<file path="config.mk">
export PLATFORM = sky130hd
export DESIGN_NAME = bcd_to_binary_converter
export DESIGN_NICKNAME = d
export VERILOG_FILES = /design/src/rtl/bcd_to_binary_converter.sv
export SDC_FILE = /design/constraint.sdc
export NUM_CORES = 1
export LEC_CHECK = 0
export ABC_AREA = 1
export BUFFER_PORTS_ARGS = -buffer_cell sky130_fd_sc_hd__buf_2
export CORE_MARGIN = 2
export CORE_UTILIZATION = 45
export DETAILED_ROUTE_END_ITERATION = 16
export PLACE_DENSITY = 0.75
export SYNTH_ARGS = -nofsm -noshare
export SYNTH_HDL_FRONTEND = slang
export SYNTH_SLANG_ARGS = --single-unit
</file>
<file path="constraint.sdc">
create_clock -name clk -period 1.75 [get_ports clk]
set_clock_uncertainty 0.2 [all_clocks]
set_input_delay 0.175 -clock clk [delete_from_list [all_inputs] [get_ports clk]]
set_output_delay 0.175 -clock clk [all_outputs]
set_load 0.05 [all_outputs]
</file>
<file path="src/rtl/bcd_to_binary_converter.sv">
// Seven-digit BCD to 32-bit two's-complement converter using reverse double-dabble.
// Optional input digit checking is enabled by defining BCD2BIN_DIGIT_CHECK_EN.
module bcd_to_binary_converter (
  input  logic        clk,
  input  logic        reset,
  input  logic        start,
  input  logic        negative,
  input  logic [3:0]  first,
  input  logic [3:0]  second,
  input  logic [3:0]  third,
  input  logic [3:0]  fourth,
  input  logic [3:0]  fifth,
  input  logic [3:0]  sixth,
  input  logic [3:0]  seventh,
  output logic [31:0] binary,
  output logic        busy,
  output logic        done,
  output logic        error,
  output logic [1:0]  state_dbg
);

  // Handshake: start is a level request honoured only in IDLE; the result in
  // binary/error is valid during the single-cycle done pulse and held afterwards.
  typedef enum logic [1:0] {
    IDLE  = 2'd0,
    SHIFT = 2'd1,
    SIGN  = 2'd2,
    DONE  = 2'd3
  } state_e;

  state_e      state_q, state_d;
  logic [27:0] bcd_q, bcd_d;
  logic [31:0] accum_q, accum_d;
  logic [4:0]  cnt_q, cnt_d;
  logic        sign_q, sign_d;
  logic [31:0] binary_q, binary_d;
  logic        busy_q, busy_d;
  logic        done_q, done_d;
  logic [27:0] bcd_shifted;
  logic [27:0] bcd_adj;
  logic [31:0] magnitude;

`ifdef BCD2BIN_DIGIT_CHECK_EN
  logic err_q, err_d;
  logic error_q, error_d;
  logic digit_bad;

  always_comb begin
    digit_bad = (first > 4'd9) || (second > 4'd9) || (third > 4'd9) ||
                (fourth > 4'd9) || (fifth > 4'd9) || (sixth > 4'd9) ||
                (seventh > 4'd9);
  end
`endif

  // One reverse double-dabble step: shift right, then correct digits >= 8.
  always_comb begin
    bcd_shifted = {1'b0, bcd_q[27:1]};
    bcd_adj     = bcd_shifted;
    for (int i = 0; i < 7; i++) begin
      if (bcd_shifted[4*i +: 4] >= 4'd8) begin
        bcd_adj[4*i +: 4] = bcd_shifted[4*i +: 4] - 4'd3;
      end
    end
  end

  assign magnitude = {4'd0, accum_q[31:4]};

  always_comb begin
    state_d  = state_q;
    bcd_d    = bcd_q;
    accum_d  = accum_q;
    cnt_d    = cnt_q;
    sign_d   = sign_q;
    binary_d = binary_q;
`ifdef BCD2BIN_DIGIT_CHECK_EN
    err_d    = err_q;
    error_d  = error_q;
`endif
    case (state_q)
      IDLE: begin
        if (start) begin
          bcd_d   = {seventh, sixth, fifth, fourth, third, second, first};
          sign_d  = negative;
          accum_d = 32'd0;
          cnt_d   = 5'd0;
`ifdef BCD2BIN_DIGIT_CHECK_EN
          err_d   = digit_bad;
`endif
          state_d = SHIFT;
        end
      end
      SHIFT: begin
        bcd_d   = bcd_adj;
        accum_d = {bcd_q[0], accum_q[31:1]};
        cnt_d   = cnt_q + 5'd1;
        if (cnt_q == 5'd27) begin
          state_d = SIGN;
        end
      end
      SIGN: begin
        binary_d = sign_q ? magnitude : (~magnitude + 32'd1);
`ifdef BCD2BIN_DIGIT_CHECK_EN
        error_d  = err_q;
        if (err_q) begin
          binary_d = 32'd0;
        end
`endif
        state_d = DONE;
      end
      DONE: begin
        state_d = IDLE;
      end
      default: begin
        state_d = IDLE;
      end
    endcase
    busy_d = (state_d == SHIFT) || (state_d == SIGN);
    done_d = (state_d == DONE);
  end

  always_ff @(posedge clk) begin
    if (reset) begin
      state_q  <= IDLE;
      bcd_q    <= 28'd0;
      accum_q  <= 32'd0;
      cnt_q    <= 5'd0;
      sign_q   <= 1'b0;
      binary_q <= 32'd0;
      busy_q   <= 1'b0;
      done_q   <= 1'b0;
`ifdef BCD2BIN_DIGIT_CHECK_EN
      err_q    <= 1'b0;
      error_q  <= 1'b0;
`endif
    end else begin
      state_q  <= state_d;
      bcd_q    <= bcd_d;
      accum_q  <= accum_d;
      cnt_q    <= cnt_d;
      sign_q   <= sign_d;
      binary_q <= binary_d;
      busy_q   <= busy_d;
      done_q   <= done_d;
`ifdef BCD2BIN_DIGIT_CHECK_EN
      err_q    <= err_d;
      error_q  <= error_d;
`endif
    end
  end

  assign binary    = binary_q;
  assign busy      = busy_q;
  assign done      = done_q;
  assign state_dbg = state_q;
`ifdef BCD2BIN_DIGIT_CHECK_EN
  assign error = error_q;
`else
  assign error = 1'b0;
`endif

endmodule

</file>
==> flow_metrics.env, run 1 <==
export IMPL_status="complete, no violations"
export IMPL_hpwl_um=8350
export IMPL_dpl_instance_area_mm2=0.00530
export IMPL_slew_violations=0
export IMPL_clkLatencyLatePin_ps=360
export IMPL_drt_total_wl_um=12300
export IMPL_synth_top_cell_by_area="dfxtp_1"
export IMPL_area_growth_pct=21.5
export IMPL_vias=4725
export IMPL_grt_pass1_vias=4605
export IMPL_grt_overflow=0
export IMPL_rsz0062_at_grt="true"
export IMPL_antenna_cells=0
export IMPL_die_area_mm2=0.0116
export IMPL_antenna_found_initial=0
export IMPL_yosys_warnings=0
export IMPL_cts_max_level=3
export IMPL_port_buffers=67
export IMPL_grt_pass1_wl_um=20700
export IMPL_routabilityCongestion=0.951
export IMPL_drive_gt1_share_pct=17.0
export IMPL_ios=69
export IMPL_ys_flop_type="dfxtp_1"
export IMPL_start_util_pct=46.6
export IMPL_drc=0
export IMPL_synthArstFlopShare_pct=0
export IMPL_clkTransAtPathRegs_ps=100
export IMPL_drt_pre_antenna_iters=6
export IMPL_r2r_slack_ps=80
export IMPL_wire_per_inst_um=13.7
export IMPL_cts_tree="yes"
export IMPL_cp_required_ps=1810
export IMPL_hp_class="in2reg"
export IMPL_critical_path_max_stage_delay_ps=340
export IMPL_hold_violations=0
export IMPL_synth_cell_types=33
export IMPL_core_area_mm2=0.0104
export IMPL_crit_start="accum_q[5]"
export IMPL_die_w_um=108
export IMPL_die_y_um=108
export IMPL_syn_area_mm2=0.00485
export IMPL_hold_path_startpoint="start"
export IMPL_setup_violations=0
export IMPL_p_per_area_mw_per_mm2=799
export IMPL_ant_nets=0
export IMPL_nets=802
export IMPL_crit_chain="inv_1, ha_2, nand2_2, nor2_4, nand4_1, nand3_1, nand2_1, nor2_1, nor2_1"
export IMPL_synth_mux_area_share_pct=0
export IMPL_synthAdderAreaFrac_pct=3.61
export IMPL_grt_max_degree=52
export IMPL_syn_nets=713
export IMPL_cpMostUsedCell="nor2_1"
export IMPL_num_rows=37
export IMPL_worstPathArrival_ps=1730
export IMPL_ys_seq_elements=98
export IMPL_cts_sinks=98
export IMPL_synthXorXnorAreaFrac_pct=2.89
export IMPL_ir_drop_mv=0.586
export IMPL_synthCells=667
export IMPL_synth_edf_count=0
export IMPL_synth_compound_area_share_pct=21.3
export IMPL_vias_per_cell=5.27
export IMPL_crit_path_start_kind="flop"
export IMPL_netlist_top_cells_count="nand2_1 (126), dfxtp_1 (98), inv_1 (79)"
export IMPL_drt_iter0_markers=269
export IMPL_fin_setup_tns_ps=0
export IMPL_layout_min_cycle_time_ps=1670
export IMPL_track_usage_pct=22.1
export IMPL_clock_fmax_mhz=600
export IMPL_p_leak_uw=0.00264
export IMPL_synthSimpleGateAreaFrac_pct=20.7
export IMPL_cpMaxStageDelayCell="dfxtp_2"
export IMPL_fin_crit_sh_pct=95.2
export IMPL_yosysMostFrequentCell="nand2_1"
export IMPL_r2r_start="accum_q[5]"
export IMPL_syn_area_per_cell_um2=7.27
export IMPL_yosys_top_cells_area="dfxtp_1 (40%), nand2_1 (9.8%), o21ai_0 (6.3%), inv_1 (6.1%), a21oi_1 (5.9%)"
export IMPL_ys_seq_area_share_pct=40.5
export IMPL_cts_buffers=9
export IMPL_final_area_mm2=0.00589
export IMPL_synth_top_family_by_area="compound AO/OA/AOI/OAI gates"
export IMPL_clockBufferDepth=2
export IMPL_critPathCaptureType="flop"
export IMPL_maxCapViolations=0
export IMPL_critPathKind="reg2reg"
export IMPL_cts_root_buf="clkbuf_8"
export IMPL_path_max_fanout=7
export IMPL_yosysTopAreaCellShare_pct=40.5
export IMPL_nFillCells=951
[where the power goes]
part / internal (µW) / switching (µW) / leakage, µW / total (µW)
Sequential: 2300 / 62.7 / 0.000798 / 2360
Clock: 965 / 823 / 0.000124 / 1790
Combinational: 218 / 336 / 0.00172 / 554
Total: 3480 / 1220 / 0.00264 / 4700
[path summary, 6_finish.rpt]
path | endpoint | cells past startpoint
setup reg to reg | binary[22] | 9
hold reg to reg | bcd_q[27] | 2
setup / recovery | binary[22] | 9
hold / removal | bcd_q[13] | 4
[logic make-up after synthesis]
family                     count (synthesis)
buffers and inverters                    121
DFF                                       98
adders and majority gates                 14
AOI/OAI and AO/OA                        178
xor gates and xnor gates                  16
and+or+nand+nor                          239
other                                      1
[critical path: cells and delay by family (launching register included)]
family / cells / cell delay (ps)
adders and majority gates: 1 / 200
buffers and inverters: 1 / 80
DFF: 1 / 340
and+or+nand+nor: 7 / 750
[through the flow]
stage,hold WS (ps),total power (µW),std cells,utilization [%],worst slack (ps)
final,79.3,4700,897,56.6,84.7
after global placement,232,2890,851,50.9,65.1
after CTS,73.9,4740,896,56.1,9.33
after detailed placement,240,2910,851,50.9,28.0
after global routing,92.1,4930,897,56.6,-44.1
after floorplan,122,2770,667,-,184
[layout make-up]
| type | instances | area (µm²) | area share (%) |
|---|---|---|---|
| well taps | 136 | 170 | 2.89 |
| flip-flops and latches | 98 | 1970 | 33.4 |
| multi-input cells | 448 | 2400 | 40.8 |
| inverters | 85 | 319 | 5.42 |
| repair buffers | 114 | 786 | 13.3 |
| clock buffers | 9 | 124 | 2.10 |
| clock inverters | 7 | 125 | 2.12 |
[state kept, by name, indices dropped and copies added, names as in the netlist]
signal / cells
cnt_q: 5
state_dbg: 2
accum_q: 28
binary: 32
busy: 1
done: 1
bcd_q: 28
sign_q: 1
[what timing repair did]
action,4_1_cts,5_1_grt
setup buffers,0,1
gates resized for setup,0,16
hold buffers,29,0
endpoints found under the hold margin,29,0
setup endpoints to repair,0,37
[metal layers]
layer | part of all wire, % | track usage (%) | vias up
li1 | - | - | 2379
met1 | 44 | 27.1 | 2191
met2 | 50 | 39.0 | 136
met3 | 5.0 | 4.60 | 19
met4 | 1.4 | 6.14 | 0
met5 | 0 | 0 | -
[placed cells by master (no fill, tap or decap), types with 6 or more instances in the layout]
cell,n
a21oi_1,57
a31oi_1,10
buf_2,67
buf_4,16
clkbuf_8,9
dfxtp_1,94
dlygate4sd3_1,29
ha_1,13
inv_1,79
nand2_1,123
nand3_1,30
nor2_1,62
nor2_4,6
o2111ai_1,6
o21ai_0,59
o21ai_1,10
o22ai_1,8
o32ai_1,20
xnor2_1,6
xor2_1,10
Note: power is estimated with default switching activity, not from simulation.
==> run 2: changes to the inputs <==
Settings changed: CELL_PAD_IN_SITES_DETAIL_PLACEMENT set to 0, CELL_PAD_IN_SITES_GLOBAL_PLACEMENT set to 2, CORE_UTILIZATION 45 to 32, PLACE_DENSITY 0.75 to 0.89.
Clock period 1.75 ns to 1.72 ns, I/O delays scaled along.
==> run 2 against run 1 <==
  * Cell count grew 6.2%
  * Setup slack gained 2.4 ps
  * Largest cell class unchanged
  * Hold slack lost 11 ps
==> flow_metrics.env, run 2 (synthesized netlist as in run 1, its figures left out) <==
export IMPL_track_usage_pct=16.6
export IMPL_cts_buffers=9
export IMPL_die_w_um=127
export IMPL_p_total_uw=5050
export IMPL_fin_setup_tns_ps=0
export IMPL_routabilityCongestion=0.871
export IMPL_hpwl_um=9040
export IMPL_core_area_mm2=0.0146
export IMPL_p_per_area_mw_per_mm2=828
export IMPL_postLayoutCoreUtil_pct=41.7
export IMPL_seqCellArea_mm2=0.00197
export IMPL_final_common_cell="nand2_1"
export IMPL_path_max_fanout=7
export IMPL_hp_class="in2reg"
export IMPL_num_rows=44
export IMPL_maxCapViolations=0
export IMPL_hold_ws_ps=68.0
export IMPL_fin_crit_sh_pct=94.9
export IMPL_drt_iter0_markers=237
export IMPL_wire_per_inst_um=13.7
export IMPL_cts_max_level=3
export IMPL_largest_reg_flops=32
export IMPL_critPathKind="reg2reg"
export IMPL_grt_max_degree=52
export IMPL_clockBufferDepth=2
export IMPL_p_leak_uw=0.00271
export IMPL_area_growth_pct=25.8
export IMPL_multi_input_area_mm2=0.00244
export IMPL_antenna_found_initial=0
export IMPL_setup_violations=0
export IMPL_drive_gt1_share_pct=19.2
export IMPL_clkLatencyLatePin_ps=350
export IMPL_cp_required_ps=1770
export IMPL_nets=810
export IMPL_cts_root_buf="clkbuf_16"
export IMPL_clock_fmax_mhz=612
export IMPL_fin_ws_ps=87.1
export IMPL_grt_pass1_wl_um=21500
export IMPL_final_cell_mix="nand2_1 (119), dfxtp_1 (93), inv_1 (77), buf_2 (67)"
export IMPL_slew_violations=0
export IMPL_hold_violations=0
export IMPL_ir_drop_mv=0.658
export IMPL_ant_nets=0
export IMPL_clkTransAtPathRegs_ps=70
export IMPL_dp_slack_ps=-53.7
export IMPL_status="complete, no violations"
export IMPL_vias=4672
export IMPL_layout_min_cycle_time_ps=1630
export IMPL_port_buffers=67
export IMPL_drc=0
export IMPL_drt_pre_antenna_iters=5
export IMPL_nFillCells=1508
export IMPL_crit_path_start_kind="flop"
export IMPL_die_y_um=127
export IMPL_cts_sinks=98
export IMPL_start_util_pct=33.1
export IMPL_critPathCaptureType="flop"
export IMPL_vias_per_cell=4.90
export IMPL_worstPathArrival_ps=1680
export IMPL_rsz0062_at_grt="true"
export IMPL_drt_total_wl_um=13000
export IMPL_die_area_mm2=0.0162
export IMPL_cts_tree="yes"
export IMPL_grt_pass1_vias=4328
export IMPL_ios=69
export IMPL_grt_overflow=0
export IMPL_antenna_cells=0
run 2: cell count changes in the layout (fill, tap and decap cells not counted), moves of 4 or more:
cell	change
clkbuf_16	+9
clkbuf_8	-8
buf_4	+7
nor2_2	+5
nand2_1	-4
nand2_2	+4
nor2_1	-4
run 2: final timing paths:
kind              startpoint         end  slack (ps)  cells past startpoint
hold reg to reg    bcd_q[27]   bcd_q[27]         260                      2
setup reg to reg  accum_q[5]  binary[22]          90                      9
setup / recovery  accum_q[5]  binary[22]          90                      9
hold / removal         reset  binary[28]          70                      3
run 2: repair_timing:
item,in CTS,in global routing
resized for setup,1,30
pin swaps,0,13
endpoints found under the hold margin,29,0
endpoints found under the setup margin,2,21
hold buffers,29,0
buffers inserted,0,5
run 2: power breakdown:
group	switching, µW	internal (µW)
registers	62.7	2340
logic	350	230
clock network	898	1170
run 2: per-layer routing:
metal / vias up / track usage, % / routed length (µm)
met5: - / 0 / 0
met4: 0 / 6.14 / 269
met3: 19 / 3.52 / 604
met2: 116 / 26.6 / 5830
met1: 2142 / 22.0 / 6340
li1: 2395 / - / -
run 2: area by class of cell:
cell class / count / area share (%)
Clock buffer: 12 / 4.04
Tap cell: 184 / 3.77
Clock inverter: 4 / 0.841
Sequential cell: 98 / 32.3
Timing Repair Buffer: 122 / 13.9
Multi-Input combinational cell: 448 / 39.9
Inverter: 85 / 5.23
run 2: through the flow:
step           area, µm²  cells
6_report            6100    953
5_1_grt             6100    953
4_1_cts             5980    948
3_5_place_dp        5390    903
3_3_place_gp        5390    903
2_1_floorplan       4850    667
run 2: worst max-delay path, stage by stage (launching register included):
cell and delay [ps]:
dfxtp_2 330, inv_2 70, ha_4 150, nand2_4 50, nor2_4 190, nand4_1 200
nand3_1 130, nand2_1 50, nor2_1 100, nor2_1 40
==> run 3: changes to the inputs <==
Settings changed: CELL_PAD_IN_SITES_DETAIL_PLACEMENT 0 to unset, CELL_PAD_IN_SITES_GLOBAL_PLACEMENT 2 to unset, CORE_UTILIZATION 32 to 45, PLACE_DENSITY 0.89 to 0.75.
==> run 3 against run 2 <==
  * Cell count down 5.5%
  * Fmax rose by 1.1%
  * Sequential cell count stayed put
  * Cell area is 3.9% lower
  * First-iteration DRC count grew 4.6%
  * Global-route usage up 5.8 points
  * Critical path type unchanged
==> flow_metrics.env, run 3 (synthesized netlist as in run 1, its figures left out) <==
export IMPL_die_w_um=108
export IMPL_cts_root_buf="clkbuf_8"
export IMPL_grt_pass1_vias=4531
export IMPL_p_leak_uw=0.00263
export IMPL_hp_class="in2reg"
export IMPL_drive_gt1_share_pct=17.9
export IMPL_worstPathArrival_ps=1680
export IMPL_routabilityCongestion=0.871
export IMPL_wire_per_inst_um=14.1
export IMPL_fin_ws_ps=105
export IMPL_rsz0062_at_grt="true"
export IMPL_p_total_uw=4300
export IMPL_core_area_mm2=0.0104
export IMPL_port_buffers=67
export IMPL_ir_drop_mv=0.549
export IMPL_maxCapViolations=0
export IMPL_fin_crit_sh_pct=93.9
export IMPL_die_area_mm2=0.0116
export IMPL_slew_violations=0
export IMPL_grt_overflow=0
export IMPL_hold_violations=0
export IMPL_hold_ws_ps=132
export IMPL_layout_min_cycle_time_ps=1610
export IMPL_drc=0
export IMPL_p_per_area_mw_per_mm2=735
export IMPL_ant_nets=0
export IMPL_fin_setup_tns_ps=0
export IMPL_drt_pre_antenna_iters=5
export IMPL_cts_buffers=9
export IMPL_clock_fmax_mhz=619
export IMPL_antenna_found_initial=0
export IMPL_status="complete, no violations"
export IMPL_critical_path_max_stage_delay_ps=340
export IMPL_crit_chain="nor2_1, nand2_1, nor2_4, nand3_2, nand2_2, nand2_1, nand2_1, nand3_1, nand2_1, inv_1"
export IMPL_cts_max_level=3
export IMPL_area_growth_pct=20.8
export IMPL_cpMostUsedCell="nand2_1"
export IMPL_crit_path_start_kind="flop"
export IMPL_antenna_cells=0
export IMPL_final_common_cell="nand2_1"
export IMPL_ios=69
export IMPL_clkLatencyLatePin_ps=360
export IMPL_hpwl_um=8660
export IMPL_start_util_pct=46.6
export IMPL_nets=806
export IMPL_die_y_um=108
export IMPL_largest_reg_flops=32
export IMPL_grt_pass1_wl_um=20800
export IMPL_track_usage_pct=22.4
export IMPL_drt_iter0_markers=248
export IMPL_critPathKind="reg2reg"
export IMPL_path_max_fanout=8
export IMPL_cpMaxStageDelayCell="dfxtp_1"
export IMPL_nFillCells=978
export IMPL_clockBufferDepth=2
export IMPL_vias_per_cell=5.32
export IMPL_crit_buf_inv=1
export IMPL_clkTransAtPathRegs_ps=90
export IMPL_grt_max_degree=52
export IMPL_cp_required_ps=1790
export IMPL_num_rows=37
export IMPL_cts_sinks=98
export IMPL_setup_violations=0
export IMPL_final_cell_mix="nand2_1 (120), dfxtp_1 (93), inv_1 (77), buf_2 (67), nor2_1 (61)"
export IMPL_cts_tree="yes"
export IMPL_dp_slack_ps=-4.18
export IMPL_path_delay_family="simple AND/OR/NAND/NOR gates"
export IMPL_critPathCaptureType="flop"
export IMPL_vias=4792
export IMPL_drt_total_wl_um=12700
-- run 3: path summary, 6_finish.rpt --
kind	slack, ps	cells after the start	start	endpoint
worst min-delay path	130	4	reset	bcd_q[16]
worst max register to register	110	10	accum_q[9]	binary[25]
worst max-delay path	110	10	accum_q[9]	binary[25]
worst min register to register	270	2	binary[29]	binary[29]
-- run 3: tightest hold or removal path, cell delays in order --
cell and delay (ps):
buf_2 140, clkinv_1 80, nand2_2 120, o21ai_0 160
-- run 3: metal layers --
| layer | global-route usage, % | vias up | routed length (µm) |
|---|---|---|---|
| met2 | 39.5 | 151 | 6290 |
| met3 | 4.72 | 12 | 684 |
| met4 | 6.14 | 0 | 128 |
| met5 | 0 | - | 0 |
| li1 | - | 2381 | - |
| met1 | 27.4 | 2248 | 5600 |
-- run 3: through the flow --
step           cells  cell area [µm²]  utilization, %
6_report         901             5860            56.3
4_1_cts          899             5790            55.6
3_3_place_gp     854             5340            51.2
3_5_place_dp     854             5340            51.2
5_1_grt          901             5860            56.3
2_1_floorplan    667             4850               -
-- run 3: final cells by class --
| class | count | area [µm²] | area share, % |
|---|---|---|---|
| multi-input cells | 448 | 2410 | 41.1 |
| flip-flops and latches | 98 | 1970 | 33.6 |
| repair buffers | 118 | 828 | 14.1 |
| inverters | 85 | 319 | 5.44 |
| well taps | 136 | 170 | 2.90 |
| clock buffers | 13 | 149 | 2.54 |
| clock inverters | 3 | 15.0 | 0.256 |
-- run 3: power breakdown --
group	total [µW]	internal, µW	switching [µW]
clock network	1320	561	757
registers	2400	2340	63.5
logic	583	233	350
total	4300	3130	1170
-- run 3: timing repair --
action / in CTS / in global routing
endpoints found under the setup margin: 2 / 17
hold endpoints to repair: 29 / 0
gates resized for setup: 1 / 21
pin swaps: 0 / 6
hold buffers: 29 / 0
setup buffers: 0 / 2
